## config.mk

```make
export PLATFORM = sky130hd
export DESIGN_NAME = keypad_scanner
export DESIGN_NICKNAME = d
export VERILOG_FILES = /design/src/rtl/clock_pkg.sv /design/src/rtl/scan_tick_gen.sv /design/src/rtl/keypad_scanner.sv
export SDC_FILE = /design/constraint.sdc
export NUM_CORES = 1
export LEC_CHECK = 0
export CAP_MARGIN = 20
export CORE_UTILIZATION = 25
export CTS_CLUSTER_SIZE = 12
export DETAILED_ROUTE_END_ITERATION = 12
export PLACE_DENSITY = 0.43
export SLEW_MARGIN = 20
export SYNTH_ARGS = -nofsm -noshare
export SYNTH_HDL_FRONTEND = slang
export SYNTH_SLANG_ARGS = --single-unit
```

## constraint.sdc

```tcl
create_clock -name clk -period 2.91 [get_ports clk]
set_input_delay 0.873 -clock clk [delete_from_list [all_inputs] [get_ports clk]]
set_output_delay 0.873 -clock clk [all_outputs]
set_load 0.1 [all_outputs]
```

## src/rtl/clock_pkg.sv

```systemverilog
// Shared types and constants for the digital clock's keypad and display scan paths.
// Key codes follow the physical keypad layout: code = row*4 + col.
package clock_pkg;

  typedef enum logic [1:0] {
    SCAN     = 2'd0,
    PRESS_DB = 2'd1,
    PRESSED  = 2'd2,
    REL_DB   = 2'd3
  } scan_state_e;

  localparam logic [3:0] KEY_1    = 4'd0;
  localparam logic [3:0] KEY_2    = 4'd1;
  localparam logic [3:0] KEY_3    = 4'd2;
  localparam logic [3:0] KEY_A    = 4'd3;
  localparam logic [3:0] KEY_4    = 4'd4;
  localparam logic [3:0] KEY_5    = 4'd5;
  localparam logic [3:0] KEY_6    = 4'd6;
  localparam logic [3:0] KEY_B    = 4'd7;
  localparam logic [3:0] KEY_7    = 4'd8;
  localparam logic [3:0] KEY_8    = 4'd9;
  localparam logic [3:0] KEY_9    = 4'd10;
  localparam logic [3:0] KEY_C    = 4'd11;
  localparam logic [3:0] KEY_STAR = 4'd12;
  localparam logic [3:0] KEY_0    = 4'd13;
  localparam logic [3:0] KEY_HASH = 4'd14;
  localparam logic [3:0] KEY_D    = 4'd15;

  // Rows are active-low; the lowest-numbered low row wins.
  function automatic logic [1:0] lowest_low_row(input logic [3:0] rows);
    logic [1:0] idx;
    idx = 2'd0;
    for (int i = 3; i >= 0; i--) begin
      if (!rows[i]) idx = 2'(i);
    end
    return idx;
  endfunction

endpackage

```

## src/rtl/scan_tick_gen.sv

```systemverilog
// Free-running divider producing a one-cycle tick every CLK_DIV clocks.
// Shared by the keypad scan and the seven-segment display scan.
module scan_tick_gen #(
  parameter int CLK_DIV = 50000
) (
  input  logic clk,
  input  logic rst,
  output logic tick
);

  localparam int CW = (CLK_DIV > 1) ? $clog2(CLK_DIV) : 1;
  localparam logic [CW-1:0] LAST = CW'(CLK_DIV - 1);

  logic [CW-1:0] cnt_q, cnt_d;

  always_comb begin
    tick  = (cnt_q == LAST);
    cnt_d = tick ? '0 : cnt_q + CW'(1);
  end

  always_ff @(posedge clk) begin
    if (rst) cnt_q <= '0;
    else     cnt_q <= cnt_d;
  end

endmodule

```

## src/rtl/keypad_scanner.sv

```systemverilog
// 4x4 keypad scanner: SCAN rotates columns | PRESS_DB confirms a press |
// PRESSED waits for all rows high | REL_DB confirms the release.
module keypad_scanner
  import clock_pkg::*;
#(
  parameter int CLK_DIV  = 50000,
  parameter int DB_TICKS = 20
) (
  input  logic       clk,
  input  logic       rst,
  input  logic [3:0] row_in,
  output logic [3:0] col_out,
  output logic [3:0] key_code,
  output logic       key_valid,
  output logic       key_held,
  output logic       key_release
);

  localparam int DBW = $clog2(DB_TICKS + 1);
  localparam logic [DBW-1:0] DB_LAST = DBW'(DB_TICKS - 1);

  logic        tick;
  logic [3:0]  row_meta_q, rs_q;
  scan_state_e state_q, state_d;
  logic [1:0]  col_q, col_d;
  logic [1:0]  cand_row_q, cand_row_d;
  logic [1:0]  cand_col_q, cand_col_d;
  logic [DBW-1:0] db_q, db_d;
  logic [3:0]  code_q, code_d;
  logic        valid_q, valid_d;
  logic        held_q, held_d;
  logic        rel_q, rel_d;
  logic        all_high;

  scan_tick_gen #(.CLK_DIV(CLK_DIV)) u_tick (
    .clk  (clk),
    .rst  (rst),
    .tick (tick)
  );

  assign all_high = &rs_q;

  always_comb begin
    state_d    = state_q;
    col_d      = col_q;
    cand_row_d = cand_row_q;
    cand_col_d = cand_col_q;
    db_d       = db_q;
    code_d     = code_q;
    valid_d    = 1'b0;
    held_d     = held_q;
    rel_d      = 1'b0;
    case (state_q)
      SCAN: if (tick) begin
        if (all_high) begin
          col_d = col_q + 2'd1;
        end else begin
          cand_row_d = lowest_low_row(rs_q);
          cand_col_d = col_q;
          db_d       = DBW'(1);
          state_d    = PRESS_DB;
        end
      end
      PRESS_DB: if (tick) begin
        if (!rs_q[cand_row_q]) begin
          if (db_q >= DB_LAST) begin
            state_d = PRESSED;
            code_d  = {cand_row_q, cand_col_q};
            valid_d = 1'b1;
            held_d  = 1'b1;
          end else begin
            db_d = db_q + DBW'(1);
          end
        end else begin
          state_d = SCAN;
        end
      end
      PRESSED: if (tick && all_high) begin
        db_d    = DBW'(1);
        state_d = REL_DB;
      end
      REL_DB: if (tick) begin
        if (all_high) begin
          if (db_q >= DB_LAST) begin
            rel_d   = 1'b1;
            held_d  = 1'b0;
            state_d = SCAN;
          end else begin
            db_d = db_q + DBW'(1);
          end
        end else begin
          state_d = PRESSED;
        end
      end
      default: state_d = SCAN;
    endcase
  end

  always_ff @(posedge clk) begin
    if (rst) begin
      row_meta_q <= 4'hF;
      rs_q       <= 4'hF;
      state_q    <= SCAN;
      col_q      <= 2'd0;
      cand_row_q <= 2'd0;
      cand_col_q <= 2'd0;
      db_q       <= '0;
      code_q     <= 4'd0;
      valid_q    <= 1'b0;
      held_q     <= 1'b0;
      rel_q      <= 1'b0;
    end else begin
      row_meta_q <= row_in;
      rs_q       <= row_meta_q;
      state_q    <= state_d;
      col_q      <= col_d;
      cand_row_q <= cand_row_d;
      cand_col_q <= cand_col_d;
      db_q       <= db_d;
      code_q     <= code_d;
      valid_q    <= valid_d;
      held_q     <= held_d;
      rel_q      <= rel_d;
    end
  end

  assign col_out     = ~(4'b0001 << col_q);
  assign key_code    = code_q;
  assign key_valid   = valid_q;
  assign key_held    = held_q;
  assign key_release = rel_q;

endmodule

```

==> results.cfg <==
[synth]
synthCells = 207
synthArstFlopShare_pct = 0
synth_cell_type_count = 37
yosysSeqAreaShare_pct = 46.07
syn_avg_cell_area_um2 = 9.236
synth_edf_count = 0
syn_area_um2 = 1912
synth_top_area_share_pct = 46.07
synth-main-ff-cell = dfxtp_1
synth_seq_cells = 44
yosys_warnings = 0
synth_area_leaders = dfxtp_1, nor2_1, xnor2_1
syn_nets = 219
synth_top_cell_by_area = dfxtp_1

[critical_path]
critPathCaptureType = primary output
arrival_ps = 1350
worst_setup_path_start_kind = flop
critical_path_class = flop to primary output
required_ps = 2040
cp_max_fo = 5

[layout]
area_delta_synth_final_pct = 17.34
drive_gt1_share_pct = 14.67
multiInputGateArea_um2 = 952.2
fillers = 774
final_cell_mix = dfxtp_1, nor2_1, buf_4
diodes = 0
finalNetCount = 236
fin_area_um2 = 2243
final_common_cell = dfxtp_1
final_cells = 324
regArea_um2 = 880.8

[timing]
hold_viol = 0
finalCriticalPeriod_ps = 2225
maxSlewHeadroom_pct = 62.63
setup_viol = 0
finalSetupTns_ps = 0
skew_ps = 5.781
period_share_pct = 76.47
maxSlewViolCount = 0
tightestPinTransition_ps = 546.4
grt_setup_unrepaired = no
fmax_mhz = 449.4

[drt]
drt_iter0_drc = 72
wirelength_um = 3568
routed_via_density = 4.358
vias = 1412
dr.pass1.iters = 4
antenna_left = 0
wl_per_cell_um = 11.01
post-route-drc-count = 0

[power]
power_frac_comb_pct = 3.6
peakVddDrop_mv = 0.2092
seq_power_share_pct = 58.0
power.total_uw = 1061
switching_share_pct = 22.72
clkPwrFrac_pct = 38.5
switchingPower_uw = 241.1
intPower_uw = 820.2
leakage_uw = 0.0008012
powerDensity_nw_per_um2 = 473.1

[placement]
place.gp.congestion = 0.7270
dpl_cell_area_um2 = 2146
post-place-cells = 316
portBuffers = 16
dp_hpwl_um = 2490

[clock_network]
cts_buffers = 5
insertion_delay_ps = 300
post-cts-setup-buffers = 0
cts_hold_buf = 0
clk_pin_slew_worst_paths_ps = 90
cts_resized = 0
cts_tree = yes
htreeDepth = 2
clkSinkCount = 44
clock-root-buffer = clkbuf_8
clockBufferDepth = 2

[floorplanning]
core_area_um2 = 7331
fp.dieH_um = 89.45
io_pins = 17
dieArea_um2 = 8001
rows = 31
initial_core_util_pct = 26.08
die_x_um = 89.45

[global_route]
antenna_found_initial = 0
grtUsageTotal_pct = 9.926
grt_pass1_vias = 1261
grt_pass1_wl_um = 5975
gr-total-overflow = 0
grt_start_max_net_pins = 29

[outcome]
status = completed

[job]
maxCapViolCount = 0

[min_path]
min_path_type = flop to flop
[flip-flops by register name, summed over array words and instances, names as in the netlist, 4 cells and up]
name	cells
u_tick.cnt_q	16
db_q	5
key_code	4
row_meta_q	4
rs_q	4
[cell type report]
class / count / area share, %
tap: 99 / 5.521
clock buffer: 6 / 3.681
sequential: 44 / 39.26
multi-input combinational: 144 / 42.44
clock inverter: 2 / 0.6693
inverter: 11 / 1.840
timing repair buffer: 18 / 6.581
[cells by family after synthesis]
| logic type | count (synthesis) | synth area share [%] |
|---|---|---|
| xor gates and xnor gates | 14 | 6.414 |
| muxes | 11 | 6.414 |
| DFF | 44 | 46.07 |
| adders and majority gates | 6 | 3.927 |
| and+or+nand+nor | 96 | 26.31 |
| AOI/OAI and AO/OA | 17 | 6.741 |
| buffers and inverters | 19 | 4.123 |
[Yosys cell counts, drive strengths merged, types with 2 or more instances]
library cell / instances
a21oi: 7
and3: 3
and4: 2
clkbuf: 7
dfxtp: 44
ha: 6
inv: 11
mux2i: 10
nand2: 9
nand2b: 4
nand3: 8
nand4: 3
nor2: 33
nor2b: 2
nor3: 12
nor4: 2
nor4bb: 2
o21ai: 3
or2: 9
or3: 2
xnor2: 12
xor2: 2
[stage by stage]
step                      utilization, %  hold WS (ps)  setup WS (ps)
final                              30.60         413.2          684.9
after detailed placement           29.27         392.3          706.4
after global placement             29.27         392.9          691.3
after global routing               30.60         431.0          565.3
after CTS                          30.60         413.7          668.9
after floorplan                        -         389.5          827.4
[path summary, 6_finish.rpt]
kind,start,end,slack [ps],cells after the start
setup / recovery,col_q[1],col_out[0],680,4
hold / removal,row_meta_q[3],rs_q[3],410,1
setup reg to reg,cand_row_q[0],db_q[3],690,5
hold reg to reg,row_meta_q[3],rs_q[3],410,1
[critical path, stage by stage, from the launching register on]
cell,delay (ps)
dfxtp_1,450
inv_1,90
ha_1,180
inv_1,50
buf_4,270
[power by group through the flow]
| stage | Clock (µW) | Combinational, µW | Sequential, µW |
|---|---|---|---|
| after floorplan | 0 | 25.4 | 628 |
| after global placement | 0 | 38.9 | 630 |
| after detailed placement | 0 | 38.8 | 630 |
| after CTS | 429 | 38.7 | 616 |
| after global routing | 461 | 43.6 | 617 |
| final | 408 | 37.7 | 615 |
[per-layer routing]
| metal | share of wire (%) | routed length [µm] | global-route usage, % |
|---|---|---|---|
| met1 | 51 | 1824 | 13.71 |
| met2 | 43 | 1537 | 14.16 |
| met3 | 3.4 | 123 | 2.493 |
| met4 | 2.3 | 83 | 5.195 |
| met5 | 0 | 0 | 0 |
No activity file was read; power rests on OpenSTA's default activity.
